[src/rtl/sim_trig_pkg.sv]
// Shared definitions for the simulation frame trigger: frame counter width,
// FSM state encoding and the window stop-value helper.
package sim_trig_pkg;

  localparam int FRAME_W = 32;

  typedef enum logic [2:0] {
    ST_IDLE    = 3'd0,
    ST_WAIT_DL = 3'd1,
    ST_ARMED   = 3'd2,
    ST_DUMP    = 3'd3,
    ST_DONE    = 3'd4
  } trig_state_e;

  // Modular sum: a window that runs past the counter wrap closes after the wrap.
  function automatic logic [FRAME_W-1:0] stop_frame(input logic [FRAME_W-1:0] start,
                                                    input logic [FRAME_W-1:0] len);
    return start + len;
  endfunction

endpackage

[src/rtl/sim_edge_sync.sv]
// Two-flop synchronizer with a history flop; emits the synchronized level
// and registered one-cycle rise/fall pulses.
module sim_edge_sync (
  input  logic clk,
  input  logic rst_n,
  input  logic din,
  output logic level,
  output logic rise,
  output logic fall
);

  logic meta_r;
  logic sync_r;
  logic hist_r;
  logic rise_r;
  logic fall_r;

  // Synchronizer chain plus registered edge pulses
  always_ff @(posedge clk or negedge rst_n) begin
    if (!rst_n) begin
      meta_r <= 1'b0;
      sync_r <= 1'b0;
      hist_r <= 1'b0;
      rise_r <= 1'b0;
      fall_r <= 1'b0;
    end else begin
      meta_r <= din;
      sync_r <= meta_r;
      hist_r <= sync_r;
      rise_r <= sync_r & ~hist_r;
      fall_r <= ~sync_r & hist_r;
    end
  end

  assign level = sync_r;
  assign rise  = rise_r;
  assign fall  = fall_r;

endmodule

[src/rtl/sim_frame_trigger.sv]
// Frame counter and dump-window trigger driven by the raw vertical sync and
// the download-in-progress flag; doubles as a frame-accurate debug trigger.
module sim_frame_trigger
  import sim_trig_pkg::*;
#(
  parameter logic [FRAME_W-1:0] START_FRAME = 32'd0,
  parameter logic [FRAME_W-1:0] LEN_FRAMES  = 32'd0,
  parameter bit                 WAIT_DL     = 1'b1
) (
  input  logic               clk,
  input  logic               rst_n,
  input  logic               VGA_VS,
  input  logic               led,
  input  logic               rearm,
  output logic [FRAME_W-1:0] frame_cnt,
  output logic               vs_fall,
  output logic               dump_en,
  output logic               dump_start,
  output logic               dump_stop,
  output logic [2:0]         state
);

  localparam logic [FRAME_W-1:0] STOP_FRAME = stop_frame(START_FRAME, LEN_FRAMES);

  logic vs_level_s;
  logic vs_rise_s;
  logic vs_fall_s;
  logic led_level_s;
  logic led_rise_s;
  logic led_fall_s;
  logic unused_vs_s;

  logic [FRAME_W-1:0] frame_cnt_r;
  trig_state_e        state_r;
  trig_state_e        state_nxt_s;
  logic               dump_en_r;
  logic               dump_start_s;
  logic               dump_stop_s;
  logic               start_hit_s;
  logic               stop_hit_s;

  sim_edge_sync u_vs_sync (
    .clk   (clk),
    .rst_n (rst_n),
    .din   (VGA_VS),
    .level (vs_level_s),
    .rise  (vs_rise_s),
    .fall  (vs_fall_s)
  );

  sim_edge_sync u_led_sync (
    .clk   (clk),
    .rst_n (rst_n),
    .din   (led),
    .level (led_level_s),
    .rise  (led_rise_s),
    .fall  (led_fall_s)
  );

  assign unused_vs_s = vs_level_s ^ vs_rise_s;

  // Window matches use the count before this frame's increment.
  assign start_hit_s = vs_fall_s && (frame_cnt_r == START_FRAME);
  assign stop_hit_s  = vs_fall_s && (LEN_FRAMES != 32'd0) && (frame_cnt_r == STOP_FRAME);

  // Frame counter: download clear beats increment
  always_ff @(posedge clk or negedge rst_n) begin
    if (!rst_n) begin
      frame_cnt_r <= 32'd0;
    end else if (led_level_s) begin
      frame_cnt_r <= 32'd0;
    end else if (vs_fall_s) begin
      frame_cnt_r <= frame_cnt_r + 32'd1;
    end else begin
      frame_cnt_r <= frame_cnt_r;
    end
  end

  // Next-state and window pulses; a download start aborts from any active state
  always_comb begin
    state_nxt_s  = state_r;
    dump_start_s = 1'b0;
    dump_stop_s  = 1'b0;
    if (led_rise_s && (state_r != ST_IDLE)) begin
      state_nxt_s = ST_WAIT_DL;
      if (state_r == ST_DUMP) begin
        dump_stop_s = 1'b1;
      end else begin
        dump_stop_s = 1'b0;
      end
    end else begin
      case (state_r)
        ST_IDLE: begin
          if (WAIT_DL) begin
            state_nxt_s = ST_WAIT_DL;
          end else begin
            state_nxt_s = ST_ARMED;
          end
        end
        ST_WAIT_DL: begin
          if (led_fall_s) begin
            state_nxt_s = ST_ARMED;
          end else begin
            state_nxt_s = ST_WAIT_DL;
          end
        end
        ST_ARMED: begin
          if (start_hit_s) begin
            state_nxt_s  = ST_DUMP;
            dump_start_s = 1'b1;
          end else begin
            state_nxt_s = ST_ARMED;
          end
        end
        ST_DUMP: begin
          if (stop_hit_s) begin
            state_nxt_s = ST_DONE;
            dump_stop_s = 1'b1;
          end else begin
            state_nxt_s = ST_DUMP;
          end
        end
        ST_DONE: begin
          if (rearm) begin
            state_nxt_s = ST_ARMED;
          end else begin
            state_nxt_s = ST_DONE;
          end
        end
        default: begin
          state_nxt_s = ST_IDLE;
        end
      endcase
    end
  end

  // State register and registered window level
  always_ff @(posedge clk or negedge rst_n) begin
    if (!rst_n) begin
      state_r   <= ST_IDLE;
      dump_en_r <= 1'b0;
    end else begin
      state_r   <= state_nxt_s;
      dump_en_r <= (state_nxt_s == ST_DUMP);
    end
  end

  assign frame_cnt  = frame_cnt_r;
  assign vs_fall    = vs_fall_s;
  assign dump_en    = dump_en_r;
  assign dump_start = dump_start_s;
  assign dump_stop  = dump_stop_s;
  assign state      = state_r;

endmodule

[config.mk]
export PLATFORM = sky130hd
export DESIGN_NAME = sim_frame_trigger
export DESIGN_NICKNAME = d
export VERILOG_FILES = /design/src/rtl/sim_trig_pkg.sv /design/src/rtl/sim_edge_sync.sv /design/src/rtl/sim_frame_trigger.sv
export SDC_FILE = /design/constraint.sdc
export NUM_CORES = 1
export LEC_CHECK = 0
export CAP_MARGIN = 40
export CORE_UTILIZATION = 52
export CTS_CLUSTER_DIAMETER = 150
export DETAILED_ROUTE_END_ITERATION = 8
export GPL_ROUTABILITY_DRIVEN = 0
export PLACE_DENSITY = 0.76
export SYNTH_ARGS = -nofsm -noshare
export SYNTH_HDL_FRONTEND = slang
export SYNTH_SLANG_ARGS = --single-unit
[constraint.sdc]
create_clock -name clk -period 2.3 [get_ports clk]
set_clock_uncertainty 0.15 [all_clocks]
set_input_delay 0.69 -clock clk [delete_from_list [all_inputs] [get_ports clk]]
set_output_delay 0.69 -clock clk [all_outputs]
set_load 0.01 [all_outputs]
Yosys cells after proc, flatten, opt, wreduce, memory -nomap -nowiden
Cells that the tools add are included.
{ "word_totals": {"output_inout_bits": 39, "latchBits": 0, "rom_bits": 0, "regBits": 45, "mem_count": 0, "ramBits": 0} }
{ "classes": {"n_mul": 0, "bitwise": 6, "div_mod_pow": 0, "addsub": 1, "n_eq_ne": 5, "n_shift": 0, "order_cmp": 0, "n_mux": 12, "n_reduce_logical": 6} }
{ "ops": {"columns": ["operator", "n"], "rows": [
  ["two-way mux 32 bit", 2],
  ["adder 32 x 1 -> 32 bit, second input constant", 1],
  ["zero test 32 bit", 1],
  ["one-hot mux 3 bit (5 select lines)", 1],
  ["equality test 3 x 2 -> 1 bit, second input constant", 3],
  ["two-way mux 1 bit", 6],
  ["two-way mux 3 bit", 2],
  ["bitwise AND 1 bit", 3],
  ["equality test 3 x 1 -> 1 bit, second input constant", 1],
  ["equality test 3 bit, second input constant", 1],
  ["zero test 3 bit", 1],
  ["NOT 1 bit", 3],
  ["nonzero test 3 bit", 1],
  ["logical AND 1 bit", 2],
  ["two-way mux 2 bit", 1],
  ["nonzero test 2 bit", 1]
]} }

Depth between registers and ports, before layout
{ "depth": {"word_depth": 6, "depth_mapped": 6} }

Cells and area by module
From an unflattened synthesis, not the netlist that was laid out.
{ "hier_totals": {"hier_cells": 231, "hier_area_um2": 2294.7} }
{ "modules_own_cells": {"columns": ["module", "instances", "area_each_um2", "cells_per_inst"], "rows": [
  ["sim_frame_trigger", 1, 2014.4, 217],
  ["sim_edge_sync", 2, 140.1, 7]
]} }

Least setup slack after synthesis
Ideal clock, no wire load.
{ "synth_timing": {"path_type": "register -> output", "startpoint": "reg u_vs_sync.fall_r, in the netlist u_vs_sync.fall", "endpoint": "out dump_start", "path_stages_with_launch": 5, "required_time_ns": 1.460, "setup_slack_ns": -0.002, "t_arrival_ns": 1.462, "path_buffers": 1, "cell_sequence": "dfrtp_1 buf_2 nor4bb_1 nand4_1 nor4_1"} }
{ "synth_between": {"elab_chain_len": 4} }
{ "synth_lines": {"columns": ["item", "line", "text"], "rows": [
  ["start: declaration", "sim_edge_sync.sv:16", "logic fall_r;"],
  ["start signal: assignment", "sim_edge_sync.sv:31", "fall_r <= ~sync_r & hist_r;"],
  ["logical AND 1 bit", "sim_frame_trigger.sv:63", "assign start_hit_s = vs_fall_s && (frame_cnt_r == START_FRAME);"],
  ["two-way mux 1 bit", "sim_frame_trigger.sv:108", "if (start_hit_s) begin"],
  ["two-way mux 1 bit", "sim_frame_trigger.sv:92", "case (state_r)"],
  ["two-way mux 1 bit", "sim_frame_trigger.sv:84", "if (led_rise_s && (state_r != ST_IDLE)) begin"],
  ["end: declaration", "sim_frame_trigger.sv:18", "output logic dump_start,"]
]} }
No other way between the ends.

Worst setup path after layout
{ "layout_timing": {"startpoint": "reg frame_cnt_r[1], in the netlist frame_cnt[1]", "endpoint": "out dump_start"} }
{ "layout_between": {"elab_chain_len": 5} }
{ "layout_lines": {"columns": ["item", "line", "text"], "rows": [
  ["start: declaration", "sim_frame_trigger.sv:33", "logic [FRAME_W-1:0] frame_cnt_r;"],
  ["start signal: assignment", "sim_frame_trigger.sv:73", "frame_cnt_r <= frame_cnt_r + 32'd1;"],
  ["start signal: assignment", "sim_frame_trigger.sv:75", "frame_cnt_r <= frame_cnt_r;"],
  ["zero test 32 bit", null, null],
  ["logical AND 1 bit", "sim_frame_trigger.sv:63", null],
  ["two-way mux 1 bit", "sim_frame_trigger.sv:108", null],
  ["two-way mux 1 bit", "sim_frame_trigger.sv:92", null],
  ["two-way mux 1 bit", "sim_frame_trigger.sv:84", null]
]} }
No other way between the ends.

==> results.md <==
- The clock net in this run drives a total of 45 sinks.
- Timing would allow up to around 390 MHz.
- The highest net fanout along the worst path is 2.
- The first TritonRoute pass finished after 4 iterations.
- The number of hold buffers added after CTS is 0.
- The category of cells accounting for the largest share of critical-path delay is simple AND/OR/NAND/NOR gates.
- The routed metal-1 wire length is about 2500 µm.
- The number of nets in the synthesized netlist is between 200 and 250.
- After synthesis, the share of cell area in mux cells is less than 1%.
- The HPWL reported at the end of detailed placement is between 4000 and 5000 µm.
- The number of routed nets with antenna violations is 0.
- During placement, the flow inserted port buffers numbering 43.
- The total number of H-tree levels is 2.
- The first routing iteration left 120 violations.
- In the routed design, unresolved DRC markers number 0.
- The flow ran to the end, but the final reports show violations.
- The minimum setup slack in the final design is -0.257 ns.
- The number of post-CTS setup repair buffers is 0.
- Summing the areas of all compound-gate instances in the mapped netlist gives between 10% and 20% of the synthesized area.
- The capturing element type of the critical path is an output pin.
- Final hold analysis gives a worst-case slack of 0.200 ns.
- The cell with the largest stage delay on the worst path is sky130_fd_sc_hd__dfrtp_1.
- At the end of the flow, the number of nets in the layout was around 330.
- At the later pin of the worst-skew pair, clock insertion delay measures about 0.3 ns.
- Measured on the finished design, the core utilization comes to 78.8%.
- The number of placement rows is 23.
- The count of different cell masters after synthesis is 40.
- The post-synthesis share of cell area spent on xor and xnor gates is 3.82%.
- The total area inside the core boundary comes to ~4000 µm².
- The worst relative slew slack is between 60% and 70%.
- After synthesis, flip-flops and latches occupy roughly half of the total area.
- STA puts the critical path data required time at between 1 and 1.5 ns.
- The combined global-route utilization of all metal layers is 26.4%.
- The number of antenna cells inserted is 0.
- The clock passes through at most 2 buffers.
- Setup repair after global routing could not meet its margin everywhere.
- The signal on the critical path passes through inv_1 -> ha_1 -> nor4bb_2 -> buf_4 -> nand4_1 -> nor4_2 -> buf_2.
- The final reports fail on setup timing.
- The worst setup path is launched from a flip-flop.
- From bottom edge to top edge, the die measures 68.4 µm.
- TritonCTS created 5 clock buffers.
- The initial antenna violation count was 0.
- The CTS tree is done.
- The register with the most flip-flops in the layout has 32 of them.
- The global-route wire length before repair is 8850 µm.
- The largest net degree at the start of global routing is 24.
- CTS placed an instance of sky130_fd_sc_hd__clkbuf_8 at the clock tree root.
- The number of global-route vias before repair is between 1.5k and 2k.
- The routed design uses about 340 µm of met3 wire.
- For the pin with the worst max-slew slack, the measured transition is around 0.54 ns.
- The post-synthesis share of cell area spent on full adders, half adders and majority gates is between 1 and 1.5%.
- The count of final hold-check violations was 0.
- The analysis attributes to cell leakage a power of between 1 and 1.5 nW.
- Dividing the detail-routed wire length by the instance count gives ~15 µm.
- Of the total synthesized cell area, the portion taken by AND, OR, NAND and NOR gates is 26.3%.
- The amount of wire on met2 after detailed routing is 2790 µm.
- The critical path contains buffers and inverters numbering 3 combined.
- The netlist area before placement is approximately 2300 µm².
- In this run the power density over the cells is approximately 500 nW/µm².
- The classification of the worst-slack hold path is input pin to asynchronous set/reset pin.
- The worst-case vdd ir drop is 0.477 mV.
- In this run the horizontal extent of the chip is approximately 68 µm.
- The total count of max-transition violations in the final report is 0.
- The register clock-pin slew on the reported worst setup and hold paths is approximately 0.090 ns.
- The total of max-cap violations is 0.
- The layout filler cell count is 303.
- The synthesis-to-finish area growth is 41.5%.
- The worst setup timing slack at the placement stage is -0.501 ns.
- The smallest clock period supported by the final layout is computed as between 2 and 3 ns.
- The area enclosed by the die boundary is approximately 4700 µm².
- After technology mapping, the gate count stands at about 230.
- between 40 and 50 I/O pins were placed.
- After layout, the worst path uses 111% of the clock period.
- Summed over all layers, the global routing overflow is 0.
- After detailed routing, the total wire length is 5720 µm.
- The routed via count is ~2.2k.
- The fraction of final layout cells with drive strength greater than 1 is ~24%.
- The maximum cell stage delay along the critical path is between 0.3 and 0.4 ns.
- The synthesized design contains 45 register bits.
- For the worst setup path, the data arrival time is 1.72 ns.
- The largest family of logic cells by synthesized area is simple AND/OR/NAND/NOR gates.
- The top layer used by detailed routing is met4.
- The Yosys step of the flow raised 0 warnings.
- Dividing the synthesized area by the synthesized cell count gives between 9 and 10 µm².
- The worst setup path is of the flip-flop to output pin kind.
- The final setup violation count is 1.
- In the routed layout, each cell is associated on average with a via count of a little under 6.
- The initial utilization of the core area, before any placement, comes to a little under three fifths.
where the power goes:
group / leakage [nW] / total (W) / internal [W] / switching, W
clock network: 0.0574 / 0.000624 / 0.000353 / 0.000271
registers: 0.605 / 0.000820 / 0.000810 / 0.00000985
logic: 0.682 / 0.000146 / 0.0000705 / 0.0000754
total: 1.34 / 0.00159 / 0.00123 / 0.000356
cell type report:
| type | count | area, µm² | area share (%) |
|---|---|---|---|
| Sequential cell | 45 | 1130 | 34.7 |
| Clock buffer | 6 | 82.6 | 2.55 |
| Tap cell | 50 | 62.6 | 1.93 |
| Timing Repair Buffer | 93 | 795 | 24.5 |
| Multi-Input combinational cell | 163 | 1090 | 33.6 |
| Clock inverter | 2 | 37.5 | 1.16 |
| Inverter | 13 | 48.8 | 1.50 |
cells in the final DEF, fill, tap and decap left out, types with 4 or more instances in the layout:
cell	instances
sky130_fd_sc_hd__xnor2_1	5
sky130_fd_sc_hd__o31ai_1	5
sky130_fd_sc_hd__nor4_1	8
sky130_fd_sc_hd__or4_1	5
sky130_fd_sc_hd__nand3_1	12
sky130_fd_sc_hd__nand2_1	10
sky130_fd_sc_hd__clkdlybuf4s50_1	40
sky130_fd_sc_hd__a21oi_1	22
sky130_fd_sc_hd__o21ai_0	7
sky130_fd_sc_hd__xor2_1	5
sky130_fd_sc_hd__o41ai_1	4
sky130_fd_sc_hd__dfrtp_1	45
sky130_fd_sc_hd__nor2_1	17
sky130_fd_sc_hd__nor3_1	6
sky130_fd_sc_hd__clkbuf_8	6
sky130_fd_sc_hd__nor2b_1	5
sky130_fd_sc_hd__or3_1	7
sky130_fd_sc_hd__inv_1	12
sky130_fd_sc_hd__nand4_1	7
sky130_fd_sc_hd__buf_4	50
layer usage:
layer,global-route usage (%),vias to the layer above
met2,43.4,89
li1,-,1037
met4,12.0,0
met5,0,-
met1,33.5,1036
met3,5.00,14
synthesized netlist by cell type (all sizes together):
cell	instances	area [µm²]
nor2	17	63.8
and2	3	18.8
buf	7	51.3
a31o	3	26.3
nand3	12	60.1
nand2	10	37.5
mux2i	1	10.0
o21bai	1	7.51
nand4	9	68.8
mux2	1	11.3
xnor2	5	43.8
nor2b	5	31.3
xor2	5	43.8
or3	7	43.8
or2	2	12.5
o311ai	1	8.76
and4	2	17.5
dfrtp	45	1130
or4	8	67.6
ha	2	25.0
clkbuf	3	11.3
and3	2	12.5
o211a	1	10.0
o41ai	5	43.8
o211ai	1	21.3
o2111ai	2	17.5
a21oi	22	110
nand4bb	3	33.8
or3b	1	8.76
nor3	6	30.0
o21ai	7	35.0
nor4	11	68.8
nand4b	2	17.5
inv	13	48.8
o31ai	5	37.5
nor4bb	1	10.0
worst paths after layout:
path / endpoint / depth (start not counted) / start / slack, ns
max: dump_start / 7 / frame_cnt[1]$_DFFE_PN0P_ / -0.26
min: frame_cnt[20]$_DFFE_PN0P_ / 1 / rst_n / 0.20
max reg2reg: frame_cnt[22]$_DFFE_PN0P_ / 5 / frame_cnt[5]$_DFFE_PN0P_ / 0.11
min reg2reg: u_led_sync.level$_DFF_PN0_ / 0 / u_led_sync.meta_r$_DFF_PN0_ / 0.21
max in group asynchronous: u_vs_sync.fall$_DFF_PN0_ / 2 / rst_n / 1.24
min in group clk: u_led_sync.level$_DFF_PN0_ / 0 / u_led_sync.meta_r$_DFF_PN0_ / 0.21
cell families after synthesis:
logic type,after synthesis
and+or+nand+nor,101
AOI/OAI and AO/OA,48
DFF,45
buffers and inverters,23
xor gates and xnor gates,10
muxes,2
adders and majority gates,2
per-stage QoR:
step | power, W | area, µm² | instances | TNS, ns
2_1_floorplan | 0.000899 | 2300 | 231 | 0
3_3_place_gp | 0.000981 | 3100 | 364 | -0.431
3_5_place_dp | 0.000983 | 3100 | 364 | -0.501
4_1_cts | 0.00160 | 3220 | 372 | -0.294
5_1_grt | 0.00165 | 3240 | 372 | -0.444
6_report | 0.00159 | 3240 | 372 | -0.257
what timing repair did:
action,CTS,global route
gates resized for setup,6,5
pin swaps,1,1
endpoints found under the hold margin,0,0
setup endpoints to repair,2,7
(Power assumes the default switching activity.)
